--- config.mk ---
export PLATFORM = sky130hd
export DESIGN_NAME = mem_port_arbiter
export DESIGN_NICKNAME = d
export VERILOG_FILES = /design/src/rtl/mem_port_arbiter.sv
export SDC_FILE = /design/constraint.sdc
export NUM_CORES = 1
export LEC_CHECK = 0
export CORE_MARGIN = 3
export CORE_UTILIZATION = 31
export DETAILED_ROUTE_END_ITERATION = 10
export PLACE_DENSITY = 0.68
export SLEW_MARGIN = 20
export SYNTH_ARGS = -nofsm -noshare
export SYNTH_HDL_FRONTEND = slang
export SYNTH_SLANG_ARGS = --single-unit
--- constraint.sdc ---
create_clock -name clk -period 3.04 [get_ports clk]
set_input_delay 0.608 -clock clk [delete_from_list [all_inputs] [get_ports clk]]
set_output_delay 0.608 -clock clk [all_outputs]
set_load 0.01 [all_outputs]
--- src/rtl/mem_port_arbiter.sv ---
// Arbitrates a single-port memory between instruction fetch and load/store.
// One transaction at a time: grant, issue, wait fixed read latency, acknowledge.
module mem_port_arbiter #(
    parameter int AW      = 32,
    parameter int DW      = 32,
    parameter int MEM_LAT = 2
) (
    input  logic              clk,
    input  logic              reset,
    input  logic              if_req,
    input  logic [AW-1:0]     if_addr,
    output logic              if_ack,
    output logic [DW-1:0]     if_rdata,
    output logic              if_stall,
    input  logic              d_req,
    input  logic [AW-1:0]     d_addr,
    input  logic [DW/8-1:0]   d_we,
    input  logic [DW-1:0]     d_wdata,
    output logic              d_ack,
    output logic [DW-1:0]     d_rdata,
    output logic              d_stall,
    output logic              mem_en,
    output logic [AW-1:0]     mem_addr,
    output logic [DW/8-1:0]   mem_we,
    output logic [DW-1:0]     mem_wdata,
    input  logic [DW-1:0]     mem_rdata
);
    localparam int BW = DW / 8;
    localparam logic [3:0] LAT_INIT = 4'(MEM_LAT - 1);

    typedef enum logic [1:0] {IDLE, ISSUE, WAIT, RESP} state_t;

    state_t          state, state_nx;
    logic            last_gnt;     // 1 = data port won the previous grant
    logic            winner;       // 1 = data port owns the current transaction
    logic            grant;
    logic            grant_d;
    logic [3:0]      lat_cnt;
    logic [AW-1:0]   req_addr;
    logic [BW-1:0]   req_we;
    logic [DW-1:0]   req_wdata;

    always_comb begin
        state_nx = state;
        grant    = 1'b0;
        grant_d  = 1'b0;
        case (state)
            IDLE: begin
                if (if_req || d_req) begin
                    grant    = 1'b1;
                    // On a tie the port that did not win last time goes first
                    grant_d  = d_req && (!if_req || !last_gnt);
                    state_nx = ISSUE;
                end
            end
            ISSUE:   state_nx = (req_we != '0) ? RESP : WAIT;
            WAIT:    if (lat_cnt == 4'd0) state_nx = RESP;
            RESP:    state_nx = IDLE;
            default: state_nx = IDLE;
        endcase
    end

    always_ff @(posedge clk) begin
        if (reset) begin
            state    <= IDLE;
            last_gnt <= 1'b0;
            winner   <= 1'b0;
            lat_cnt  <= 4'd0;
            if_rdata <= '0;
            d_rdata  <= '0;
        end else begin
            state <= state_nx;
            if (grant) winner <= grant_d;
            if (state == ISSUE) begin
                last_gnt <= winner;
                lat_cnt  <= LAT_INIT;
            end
            if (state == WAIT) begin
                if (lat_cnt != 4'd0) begin
                    lat_cnt <= lat_cnt - 4'd1;
                end else if (winner) begin
                    d_rdata <= mem_rdata;
                end else begin
                    if_rdata <= mem_rdata;
                end
            end
        end
    end

    // Request payload is only visible on the memory bus during ISSUE, so it needs no reset
    always_ff @(posedge clk) begin
        if (grant) begin
            req_addr  <= grant_d ? d_addr : if_addr;
            req_we    <= grant_d ? d_we : '0;
            req_wdata <= grant_d ? d_wdata : '0;
        end
    end

    always_comb begin
        mem_en    = (state == ISSUE);
        mem_addr  = mem_en ? req_addr : '0;
        mem_we    = mem_en ? req_we : '0;
        mem_wdata = mem_en ? req_wdata : '0;
        if_ack    = (state == RESP) && !winner;
        d_ack     = (state == RESP) && winner;
        if_stall  = if_req && !if_ack;
        d_stall   = d_req && !d_ack;
    end

endmodule

==> summary by stage <==
Layout
The number of nets in the layout is 960. The number of fill cells in the layout is 1,777. The summed area of non-filler cells in the final layout is 9550 um2.

The total area of multi-input combinational cells is 2340 um2. From synthesis to final layout, the design area changed by 58.3%. In the final layout, the share of cells above drive strength 1 is 8.77%. The most frequent standard cell in the layout excluding fill and tap cells is sky130_fd_sc_hd__clkdlybuf4s50_1. Registers take 3480 um2. The final antenna diode count is 0. In the layout the commonest cells are sky130_fd_sc_hd__clkdlybuf4s50_1, sky130_fd_sc_hd__and2_1, sky130_fd_sc_hd__dfxtp_1.

Worst hold path
The worst hold path passes through 2 cells. In this run the worst hold path is classified as reg2reg. The startpoint of the worst hold path is d_rdata[31]. The destination of the worst hold path is d_rdata[31].

Global routing
The number of antenna violations at the first check in global routing came to 0. The maximum number of pins on one net before global-route repair is 70. The final global-route overflow total is 0. The number of global-route vias before repair is 5,008.

The wire length of the first global-routing pass is 27,800 um. Global routing used between 15 and 20% of the available tracks.

Power and ir drop
The internal power consumption is 5.27 mW. The switching component of the power is 2.56 mW. Of the total power, the clock network draws 25.0%. Combinational cells account for 38.8% of the total power. The sequential power share is 36.2%.

IR analysis of the VDD net gives a maximum drop of 0.000548 V. The leakage power is 3.28 nW. Power spread over the standard cell area amounts to 819 nW/um2. The switching power as a share of total power is 32.7%.

Timing
Setup violations remaining at the end of the flow were counted as 0. Setup repair after global routing left no endpoint under its margin. The normalized max-slew margin is 31.0%.

On the final layout, the worst hold slack is 0.474 ns. The setup skew after layout is 0.0136 ns. The setup TNS is 0 ns. The final clock period utilization by the worst path is about 92%. Timing would allow up to 0.359 GHz. At the pin with the least slew margin, the transition time is 1.03 ns. The number of hold violations in the final report is 0.

For the finished layout, the period the worst path requires is 2.79 ns. The number of slew-limit violations in the final report is 0.

Yosys
Synthesis inferred 140 register bits. The portion of synthesized cell area occupied by the leading cell type is between 30% and 40%. Synthesis produced a netlist whose cell count is 571. The count of unique library cells instantiated by Yosys is 35. Summing every instance area after synthesis gives 6030 um2. Yosys attributes the largest share of cell area to sky130_fd_sc_hd__edfxtp_1, sky130_fd_sc_hd__dfxtp_1, sky130_fd_sc_hd__and2_1. Synthesis produced a netlist with a net count of around 700. The proportion of synthesized chip area in sequential cells is 57.7%. The count of yosys warnings during synthesis is 0. The synthesized area divided by synthesized cell count is 10.6 um2.

The largest total area in the synthesized netlist belongs to sky130_fd_sc_hd__edfxtp_1.

Clock network
The number of gates resized after CTS was 0. The cell at the root of the clock tree is sky130_fd_sc_hd__clkbuf_16. The H-tree generated during clock tree synthesis spans 4 levels. TritonCTS built the clock tree. Counting the buffers created by CTS gives 17. The clock transition at the registers of the reported paths is around 0.060 ns. The post-CTS repair timing setup buffer count is 0. At the later pin of the worst-skew pair, clock insertion delay measures 0.41 ns. For this design, the CTS-stage hold fixing added 0 buffers.

Counting along the longest clock path gives a buffer depth of 2. The clock sink count is 140.

Drt
The number of vias per cell after detailed routing is 4.68. The detail route stage leaves a number of antenna-violating nets equal to 0. The first-pass detailed-route iteration total is 4. The detailed-route wire length per cell is 16.4 um.

The post-detailed-routing wire length is around 18,000 um. The final routed DRC violation total is 0. The detailed router finished its first iteration with 283 violations. The vias after detailed routing is 5,112.

Die
The die is 145 um tall. The initialized floorplan defines 50 standard-cell rows. For this configuration, the core starts out at a cell density of a little under a third. The placeable core area is 18,900 um2. The die is around 150 um wide. The top-level I/O count is 273.

The floorplan step defined a die boundary enclosing 21,200 um2.

Place
The detailed placer's ending HPWL is 12,200 um. The total placed instance area is 9000 um2. The final weighted congestion in routability-driven placement is between 0.7 and 0.8. Buffers placed on the I/O ports in this run total 272.

Critical path
For flop-to-flop paths, the worst setup slack is 0.81 ns. The element type at the critical path end is an output port. The biggest fanout along the worst timing path is 17. The critical path class is reg2out. The type of origin of the critical path is a flop.

The endpoint identified for the worst register-to-register timing path is d_rdata[22]. The arrival time at the worst endpoint is 2.18 ns. The required time reported for the critical path endpoint is 2.43 ns. For the worst flop-to-flop path, the logic depth is 4. The startpoint of the most critical register-to-register path is winner.

Flow run
The tool flagged a number of max-cap violations equal to 0.

Status
The flow ran to the end, and the final reports show no timing, DRC or antenna violations.
[synth_stat cells (all sizes together)]
library cell / count
a221oi: 1
or4: 1
o21ba: 1
ha: 5
and2: 105
mux2: 32
nor3: 1
nand2: 2
a21oi: 69
o21ai: 65
nor2: 4
clkbuf: 39
o21a: 1
or3b: 1
a211o: 2
dfxtp: 72
edfxtp: 68
nand3b: 1
a211oi: 3
nor3b: 1
nand2b: 2
a311oi: 1
nand4bb: 1
mux2i: 2
buf: 14
o31a: 1
inv: 6
nand3: 64
and4bb: 1
a31oi: 1
nor2b: 3
nand4b: 1
[sequential cells by signal (all words and copies together) (netlist names)]
name       cells
d_rdata       32
if_rdata      32
last_gnt       1
lat_cnt        4
req_addr      32
req_wdata     32
req_we         4
state          2
winner         1
[worst max path at each step]
| stage | start | to | depth (start not counted) |
|---|---|---|---|
| after floorplan | state[0] | req_addr[0] | 3 |
| after global routing | state[1] | mem_addr[19] | 5 |
| final | state[1] | mem_wdata[25] | 5 |
| after detailed placement | if_req | if_stall | 3 |
| after global placement | if_req | if_stall | 3 |
| after CTS | state[1] | mem_wdata[25] | 5 |
[per-stage QoR]
| stage | std cells | util, % | setup slack, ns | power [mW] |
|---|---|---|---|---|
| final | 1092 | 50.6 | 0.252 | 7.83 |
| after global routing | 1092 | 50.6 | 0.103 | 8.29 |
| after CTS | 1092 | 50.6 | 0.193 | 7.96 |
| after detailed placement | 1060 | 47.6 | 0.414 | 5.97 |
| after global placement | 1060 | 47.6 | 0.408 | 5.92 |
| after floorplan | 571 | - | 0.354 | 4.43 |
[metal layers]
metal	share of wire [%]	wire length (um)	track usage, %	vias up
met5	0	0	0	-
met1	42	7420	19.6	2422
met4	2.5	448	6.51	0
met3	5.1	916	4.30	25
li1	-	-	-	2513
met2	51	9090	28.2	152
[worst max-delay path, stage by stage (launching register included)]
cell and delay, ns:
sky130_fd_sc_hd__dfxtp_1 0.34, sky130_fd_sc_hd__inv_1 0.09, sky130_fd_sc_hd__ha_2 0.38, sky130_fd_sc_hd__buf_4 0.24, sky130_fd_sc_hd__and2_1 0.14, sky130_fd_sc_hd__clkdlybuf4s50_1 0.57
[power groups by stage]
stage          registers (mW)  logic [mW]  clock network [mW]
2_1_floorplan            2.85        1.58                   0
3_3_place_gp             2.86        3.06                   0
3_5_place_dp             2.88        3.09                   0
4_1_cts                  2.84        3.10                2.02
5_1_grt                  2.89        3.30                2.10
6_report                 2.83        3.04                1.95
[final cells by class]
cell class / instances / area share [%]
sequential: 140 / 36.5
timing repair buffer: 282 / 29.6
multi-input combinational: 372 / 24.5
clock buffer: 19 / 4.53
tap: 260 / 3.41
clock inverter: 13 / 1.24
inverter: 6 / 0.236
[kinds of logic (layout without fill, tap and decap cells)]
| group | count (synthesis) | count (layout) | synth area share, % |
|---|---|---|---|
| AOI/OAI and AO/OA | 145 | 145 | 12.7 |
| buffers and inverters | 59 | 320 | 3.94 |
| DFF | 140 | 140 | 57.7 |
| and+or+nand+nor | 188 | 188 | 18.2 |
| adders and majority gates | 5 | 5 | 1.04 |
| muxes | 34 | 34 | 6.31 |
(Power assumes the default switching activity.)
